==> src/rtl/calc_pkg.sv <==
// Shared calculator definitions: operator codes, scanner FSM encoding and keypad map.
package calc_pkg;

   typedef enum logic [1:0] {
      OP_ADD = 2'b00,
      OP_SUB = 2'b01,
      OP_MUL = 2'b10,
      OP_DIV = 2'b11
   } op_t;

   typedef enum logic [1:0] {
      ST_SCAN,
      ST_DEBOUNCE,
      ST_EMIT,
      ST_HOLD
   } scan_state_t;

   // Key codes: 0-9 are digits, A-D operators, E='*', F='#'.
   localparam logic [3:0] KEY_A    = 4'hA;
   localparam logic [3:0] KEY_B    = 4'hB;
   localparam logic [3:0] KEY_C    = 4'hC;
   localparam logic [3:0] KEY_D    = 4'hD;
   localparam logic [3:0] KEY_STAR = 4'hE;
   localparam logic [3:0] KEY_HASH = 4'hF;

   // Indexed by {row, col}.
   localparam logic [0:15][3:0] KEYMAP = {
      4'h1, 4'h2, 4'h3, KEY_A,
      4'h4, 4'h5, 4'h6, KEY_B,
      4'h7, 4'h8, 4'h9, KEY_C,
      KEY_STAR, 4'h0, KEY_HASH, KEY_D
   };

   function automatic op_t key_op(input logic [3:0] key);
      case (key)
         KEY_A:   key_op = OP_ADD;
         KEY_B:   key_op = OP_SUB;
         KEY_C:   key_op = OP_MUL;
         default: key_op = OP_DIV;
      endcase
   endfunction

endpackage

==> src/rtl/scan_tick_gen.sv <==
// Free-running divider: one-cycle tick every SCAN_DIV clocks.
module scan_tick_gen #(
   parameter int SCAN_DIV = 50000
) (
   input  logic clk_i,
   input  logic rst_i,
   output logic tick_o
);

   localparam int CW = (SCAN_DIV > 2) ? $clog2(SCAN_DIV) : 1;

   logic [CW-1:0] cnt_q;

   assign tick_o = (cnt_q == CW'(SCAN_DIV - 1));

   always_ff @(posedge clk_i) begin
      if (rst_i)       cnt_q <= '0;
      else if (tick_o) cnt_q <= '0;
      else             cnt_q <= cnt_q + 1'b1;
   end

endmodule

==> src/rtl/keypad_scanner.sv <==
// 4x4 keypad scanner: row drive, column sync, press/release debounce, key decode strobes.
module keypad_scanner
   import calc_pkg::*;
#(
   parameter int SCAN_DIV  = 50000,
   parameter int DEB_TICKS = 10
) (
   input  logic       clk,
   input  logic       rst,
   input  logic [3:0] col_in,
   output logic [3:0] row_out,
   output logic       is_num,
   output logic       is_op,
   output logic       is_eq,
   output logic       is_clr,
   output logic [3:0] num_val,
   output logic [1:0] op_val
);

   localparam int DW = $clog2(DEB_TICKS + 1);

   logic          tick;
   logic [3:0]    sync1_q, col_s_q;
   scan_state_t   state_q;
   logic [1:0]    row_q, col_q, row_nxt;
   logic [DW-1:0] deb_q;
   logic [3:0]    row_out_q, num_val_q, key;
   logic [1:0]    op_val_q;
   logic          is_num_q, is_op_q, is_eq_q, is_clr_q;
   logic          hit;
   logic [1:0]    hit_col;

   scan_tick_gen #(.SCAN_DIV(SCAN_DIV)) u_tick (
      .clk_i (clk),
      .rst_i (rst),
      .tick_o(tick)
   );

   always_ff @(posedge clk) begin
      if (rst) begin
         sync1_q <= 4'hF;
         col_s_q <= 4'hF;
      end else begin
         sync1_q <= col_in;
         col_s_q <= sync1_q;
      end
   end

   // A valid press pulls exactly one column low; anything else is ignored.
   always_comb begin
      hit     = 1'b1;
      hit_col = 2'd0;
      case (col_s_q)
         4'b1110: hit_col = 2'd0;
         4'b1101: hit_col = 2'd1;
         4'b1011: hit_col = 2'd2;
         4'b0111: hit_col = 2'd3;
         default: hit = 1'b0;
      endcase
   end

   assign row_nxt = row_q + 2'd1;
   assign key     = KEYMAP[{row_q, col_q}];

   always_ff @(posedge clk) begin
      if (rst) begin
         state_q   <= ST_SCAN;
         row_q     <= 2'd0;
         row_out_q <= 4'b1110;
         col_q     <= 2'd0;
         deb_q     <= '0;
         is_num_q  <= 1'b0;
         is_op_q   <= 1'b0;
         is_eq_q   <= 1'b0;
         is_clr_q  <= 1'b0;
         num_val_q <= 4'd0;
         op_val_q  <= 2'b00;
      end else begin
         is_num_q <= 1'b0;
         is_op_q  <= 1'b0;
         is_eq_q  <= 1'b0;
         is_clr_q <= 1'b0;
         case (state_q)
            ST_SCAN: if (tick) begin
               if (hit) begin
                  col_q   <= hit_col;
                  deb_q   <= '0;
                  state_q <= ST_DEBOUNCE;
               end else begin
                  row_q     <= row_nxt;
                  row_out_q <= ~(4'b0001 << row_nxt);
               end
            end
            ST_DEBOUNCE: if (tick) begin
               if (col_s_q == ~(4'b0001 << col_q)) begin
                  deb_q <= deb_q + 1'b1;
                  // Strobes are set on entry so they are high exactly during EMIT.
                  if (deb_q == DW'(DEB_TICKS - 1)) begin
                     state_q <= ST_EMIT;
                     if (key <= 4'd9) begin
                        is_num_q  <= 1'b1;
                        num_val_q <= key;
                     end else if (key == KEY_STAR) begin
                        is_clr_q <= 1'b1;
                     end else if (key == KEY_HASH) begin
                        is_eq_q <= 1'b1;
                     end else begin
                        is_op_q  <= 1'b1;
                        op_val_q <= key_op(key);
                     end
                  end
               end else begin
                  state_q <= ST_SCAN;
               end
            end
            ST_EMIT: begin
               deb_q   <= '0;
               state_q <= ST_HOLD;
            end
            ST_HOLD: if (tick) begin
               if (col_s_q == 4'hF) begin
                  if (deb_q == DW'(DEB_TICKS - 1)) begin
                     deb_q   <= '0;
                     state_q <= ST_SCAN;
                  end else begin
                     deb_q <= deb_q + 1'b1;
                  end
               end else begin
                  deb_q <= '0;
               end
            end
            default: state_q <= ST_SCAN;
         endcase
      end
   end

   assign row_out = row_out_q;
   assign is_num  = is_num_q;
   assign is_op   = is_op_q;
   assign is_eq   = is_eq_q;
   assign is_clr  = is_clr_q;
   assign num_val = num_val_q;
   assign op_val  = op_val_q;

endmodule

==> config.mk <==
export PLATFORM = sky130hd
export DESIGN_NAME = keypad_scanner
export DESIGN_NICKNAME = d
export VERILOG_FILES = /design/src/rtl/calc_pkg.sv /design/src/rtl/scan_tick_gen.sv /design/src/rtl/keypad_scanner.sv
export SDC_FILE = /design/constraint.sdc
export NUM_CORES = 1
export LEC_CHECK = 0
export BUFFER_PORTS_ARGS = -buffer_cell sky130_fd_sc_hd__clkbuf_2
export CAP_MARGIN = 40
export CORE_AREA = 4 4 67 81
export CTS_BUF_LIST = sky130_fd_sc_hd__clkbuf_2 sky130_fd_sc_hd__clkbuf_4 sky130_fd_sc_hd__clkbuf_8
export DETAILED_ROUTE_END_ITERATION = 16
export DIE_AREA = 0 0 71 85
export PLACE_DENSITY = 0.76
export SETUP_SLACK_MARGIN = 0.02
export SYNTH_ARGS = -nofsm -noshare
export SYNTH_HDL_FRONTEND = slang
export SYNTH_HIERARCHICAL = 1
export SYNTH_SLANG_ARGS = --single-unit
==> constraint.sdc <==
create_clock -name clk -period 2.3 [get_ports clk]
set_input_delay 0.115 -clock clk [delete_from_list [all_inputs] [get_ports clk]]
set_output_delay 0.115 -clock clk [all_outputs]
set_load 0.05 [all_outputs]
After elaboration in Yosys (flattened, before gate mapping):

Memories as Yosys holds them, arrays and structs flattened.
Cells that the tools add are included.

* memory bits (writable): 0
* bits in registers: 48
* latch bits: 0
* memories kept: 1
* bits in read-only memories: 64

Memories
* (no name shown): words 16, width 4, rd ports 1, clocked after memory_dff 0, write ports 0, RTL line keypad_scanner.sv:63 `assign key = KEYMAP[{row_q, col_q}];`

* shift operators: 2
* eq/ne operators: 24
* bitwise logic cells: 11
* reduce and logical (&&, ||, !) cells: 12
* add/subtract/negate cells: 3
* multiply operators: 0
* div/mod/pow operators: 0
* magnitude comparators: 2
* muxes and demuxes: 26

Operators by type and width (count)
* 4-bit == test (second input constant): 10
* 4-bit two-way mux: 9
* 16-bit by 1-bit adder with 16-bit output (second input constant): 1
* 16-bit == test (second input constant): 1
* 2-bit two-way mux: 8
* 4-bit case mux with 4 select lines: 1
* 2-bit != test (second input constant): 7
* 7-bit AND reduction: 2
* 2-bit case mux with 3 select lines: 2
* 5-bit AND reduction: 2
* 1-bit inverter: 8
* 4-bit inverter: 2
* 2-bit case mux with 4 select lines: 1
* 1-bit by 2-bit left shift with 4-bit output (first input constant): 2
* 7-bit OR reduction: 1
* 3-bit AND reduction: 2
* 6-bit OR reduction: 1
* 5-bit >= comparator (second input constant): 1
* 1-bit two-way mux: 5
* 4-bit inverter with 5-bit output: 1
* 5-bit OR reduction: 1
* 4-bit by 1-bit adder with 4-bit output (second input constant): 1
* 2-bit == test (second input constant): 2
* 4-bit by 3-bit == test with 1-bit output (second input constant): 1
* 8 further kinds: 8

Depth between registers and ports, before layout:

* depth after elaboration: 7
* gate-level depth with buffers: 8
* depth with buffers taken out: 7

Hierarchy:

The synthesis kept the hierarchy.

Modules (own cells, without submodules)
* keypad_scanner: cells each 185, times used 1, seq. area each 640.6 um^2, area an instance 1774.2 um^2
* scan_tick_gen: cells each 82, times used 1, seq. area each 320.3 um^2, area an instance 732.0 um^2

Least setup slack after synthesis:

Ideal clock, no wire load.

* path type: flip-flop to flip-flop
* start: reg u_tick.cnt_q[11]
* end: reg deb_q[0]
* stages on the path, launching flop included: 7
* arrival time: 2.191 ns
* data required time: 2.242 ns
* path slack: 0.051 ns
* path through: dfxtp_1 -> or4b_1 -> nor4_2 -> nand2_1 -> or4_1 -> a21oi_1 -> mux2_2

* cells in the longest elaborated chain, start to end: 3
* elaborated cells on any way between the ends: 5

RTL lines
* start, declared: RTL line scan_tick_gen.sv:12 `logic [CW-1:0] cnt_q;`
* start signal, assigned: RTL line scan_tick_gen.sv:19 `else cnt_q <= cnt_q + 1'b1;`
* 16-bit == test *: RTL line scan_tick_gen.sv:14 `assign tick_o = (cnt_q == CW'(SCAN_DIV - 1));`
* named net tick: RTL line keypad_scanner.sv:22 `logic tick;`
* 2-bit != test (no source line)
* 5-bit AND reduction (no source line) *
* end signal, assigned: RTL line keypad_scanner.sv:96 `deb_q <= deb_q + 1'b1;`
* end signal, assigned: RTL line keypad_scanner.sv:126 `deb_q <= deb_q + 1'b1;`
* end, declared: RTL line keypad_scanner.sv:26 `logic [DW-1:0] deb_q;`

Mark *: on every way through the listed nets, which the timed path passes. The rest lies on a longest branch.
A chain may end at the register's enable or synchronous reset.

Worst setup path in the final report:

* start: reg u_tick.cnt_q[11]
* end: reg num_val_q[2] (netlist: num_val[2])

* cells in the longest elaborated chain, start to end: 2

RTL lines
* 16-bit == test: RTL line scan_tick_gen.sv:14
* named net tick: RTL line keypad_scanner.sv:22
* 5-bit AND reduction (no source line)
* end signal, assigned: RTL line keypad_scanner.sv:102 `num_val_q <= key;`
* end, declared: RTL line keypad_scanner.sv:27 `logic [3:0] row_out_q, num_val_q, key;`

The timed path passes the listed nets, and every way through them passes these cells.

==> results.json <==
{
  "status": "completed",
  "synth_edf_count": 0,
  "vias": 1901,
  "finalHoldViolations": 0,
  "numCtsBuffers": 5,
  "cts_root_buffer": "clkbuf_8",
  "synth_seq_cells": 48,
  "synthCells": 267,
  "r2r_cells": 8,
  "ys_top_cells_by_count": "48 x dfxtp_1, 36 x nor2_1, 18 x xnor2_1",
  "switchingPower_w": 0.0003456,
  "clk_pin_slew_ps": 90,
  "cts_buffer_depth": 2,
  "nFillCells": 388,
  "synthesis.area_mm2": 0.002506,
  "initial_core_util": 0.5455,
  "grt_max_degree": 35,
  "grt.total_usage": 0.1530,
  "tritoncts": "yes",
  "wl_um": 4495,
  "final.setup_skew_ps": 8.227,
  "fp.dieW_um": 71,
  "clockPowerShare": 0.355,
  "synth_ff_type": "dfxtp_1",
  "num-nets-final": 312,
  "p_per_area_mw_per_mm2": 505.1,
  "required_ps": 2510,
  "ys_warn_count": 6,
  "core_mm2": 0.004594,
  "via_per_inst": 5.401,
  "syn2layout_area_growth_pct": 13.28,
  "htreeDepth": 2,
  "tns_ps": 0,
  "yosysSeqAreaShare": 0.3834,
  "cts.sinks": 48,
  "period_minus_slack_ps": 2157,
  "dp_hpwl_um": 3086,
  "end_kind": "flop",
  "synth.most_common_cell": "dfxtp_1",
  "tightestPinTransition_ps": 671.8,
  "setup_viol": 0,
  "port_buffers": 19,
  "hp-class": "flop to flop",
  "async_reset_ff_frac": 0,
  "arrival_ps": 2370,
  "antenna_found_initial": 0,
  "period_share": 0.9377,
  "worstSetupStartpointType": "flop",
  "synth.largest_area_cell": "dfxtp_1",
  "ys_types": 53,
  "first_pass_iters": 4,
  "ant_nets": 0,
  "n_antenna_cell": 0,
  "grt_pass1_vias": 1761,
  "worstHoldPathCells": 1,
  "crit_type": "flop to flop",
  "grt_overflow": 0,
  "drtIter0Drc": 124,
  "timing.fmax_ghz": 0.4637,
  "switching_share": 0.2410,
  "drcViolationCount": 0,
  "power.leakage_nw": 1.066,
  "slew_violations": 0,
  "grt_pass1_wl_um": 7645,
  "drv_cap": 0,
  "gp_congestion": 0.8623,
  "p_int_w": 0.001088,
  "dp.cells": 340,
  "clk_latency_ps": 300,
  "grt_setup_unrepaired": "false",
  "synth.area.top_cells": "dfxtp_1 38%, ha_1 6.5%, xnor2_1 6.3%",
  "synth_top_area_frac": 0.3834,
  "seqPwrFrac": 0.597,
  "drive_gt1_frac": 0.2381,
  "share_comb_of_total_power": 0.049,
  "ir_drop_v": 0.0003695,
  "relSlewSlack": 0.5522,
  "synthesis.nets": 286,
  "crit_fanout": 6,
  "instances_no_fill": 352,
  "rows": 27,
  "die_area_mm2": 0.006035,
  "ioPinCount": 20,
  "syn_area_per_cell_um2": 9.386,
  "route.detailed.wl_per_inst_um": 12.77,
  "die-height_um": 85
}
## sequential cells by signal, summed over array words and instances (netlist names), 2 cells and up, named ones only
register	flops
row_out	4
row_q	2
sync1_q	4
op_val	2
u_tick/cnt_q	16
deb_q	4
col_q	2
col_s_q	4
num_val	4
## placed cells by master, fill, tap and decap left out, types with 3 or more instances in the layout
| cell type | count |
|---|---|
| dfxtp_1 | 46 |
| nor2_1 | 36 |
| clkbuf_2 | 19 |
| xnor2_1 | 18 |
| ha_1 | 13 |
| inv_1 | 11 |
| nand2_1 | 11 |
| a21oi_1 | 9 |
| or2_2 | 9 |
| buf_4 | 9 |
| nand4_1 | 7 |
| o21ai_0 | 6 |
| nor3_1 | 6 |
| nand3_1 | 5 |
| clkbuf_8 | 5 |
| nor4_1 | 5 |
| xor2_2 | 4 |
| nand2b_1 | 4 |
| a31oi_1 | 4 |
| nand4b_1 | 4 |
| a211o_1 | 4 |
| dlygate4sd3_1 | 4 |
| nor2b_1 | 3 |
| nor3b_1 | 3 |
| a31o_2 | 3 |
| o21ai_1 | 3 |
## layer usage
metal / vias to the layer above / track usage / share of wire
met4: 0 / 0.04615 / 0.012
met1: 884 / 0.1931 / 0.45
met3: 4 / 0.03199 / 0.035
li1: 982 / - / -
met5: - / 0 / 0
met2: 31 / 0.2608 / 0.50
## cell families (layout without fill, tap and decap cells)
logic type | after synthesis | in the layout | share of synthesized area
adder cells (fa/ha/maj) | 13 | 13 | 0.06490
AND/OR/NAND/NOR | 111 | 111 | 0.2516
buffers and inverters | 25 | 52 | 0.05391
AO/OA/AOI/OAI | 42 | 42 | 0.1218
multiplexers | 5 | 5 | 0.03195
XOR/XNOR | 23 | 23 | 0.09236
flip-flops | 48 | 48 | 0.3834
## final timing paths
check,to,start,slack (ps)
worst max-delay path,num_val[2]$_SDFFE_PP0P_,u_tick/cnt_q[11]$_SDFF_PP0_,140
worst min-delay path,col_s_q[1]$_SDFF_PP1_,sync1_q[1]$_SDFF_PP1_,410
worst max register to register,num_val[2]$_SDFFE_PP0P_,u_tick/cnt_q[11]$_SDFF_PP0_,140
worst min register to register,col_s_q[1]$_SDFF_PP1_,sync1_q[1]$_SDFF_PP1_,410
## cell type report
type                    count  area (um^2)  share of cell area
clock buffers               5        68.82             0.02424
clock inverters             3        23.77            0.008374
inverters                  12        45.04             0.01587
multi-input cells         194         1463              0.5152
flip-flops and latches     48        963.4              0.3394
well taps                  58        72.57             0.02556
repair buffers             32        202.7             0.07140
## power by group through the flow
stage,clock network (W),logic [W],registers (W)
detailed placement,0,0.0000636,0.000874
floorplan,0,0.0000554,0.000874
finish,0.000509,0.0000697,0.000856
global route,0.000563,0.0000780,0.000858
global placement,0,0.0000616,0.000874
CTS,0.000525,0.0000693,0.000855
## critical path, stage by stage, from the launching register on
cell and delay [ps]:
dfxtp_1 320, or4b_4 540, nor4_4 140, buf_4 180, nand3_2 90, buf_4 180, nor3_4 270, a21oi_1 100
a311oi_1 240
## repair_timing
action,in CTS,in global routing
hold buffers,4,0
hold endpoints to repair,4,0
endpoints found under the setup margin,2,16
pin swaps,0,5
buffers inserted,0,0
cloned,0,0
resized for setup,1,11
## through the flow
| step | setup WS, ps | area [um^2] | utilization | hold slack, ps | total power, W |
|---|---|---|---|---|---|
| 2_1_floorplan | 51.12 | 2506 | - | 187.4 | 0.0009292 |
| 3_3_place_gp | 67.95 | 2651 | 0.5771 | 297.2 | 0.0009352 |
| 3_5_place_dp | 33.93 | 2651 | 0.5771 | 299.8 | 0.0009378 |
| 4_1_cts | 33.17 | 2788 | 0.6068 | 415.8 | 0.001449 |
| 5_1_grt | 55.21 | 2839 | 0.6179 | 445.8 | 0.001499 |
| 6_report | 143.3 | 2839 | 0.6179 | 410.9 | 0.001434 |
Note: power is estimated with default switching activity, not from simulation.
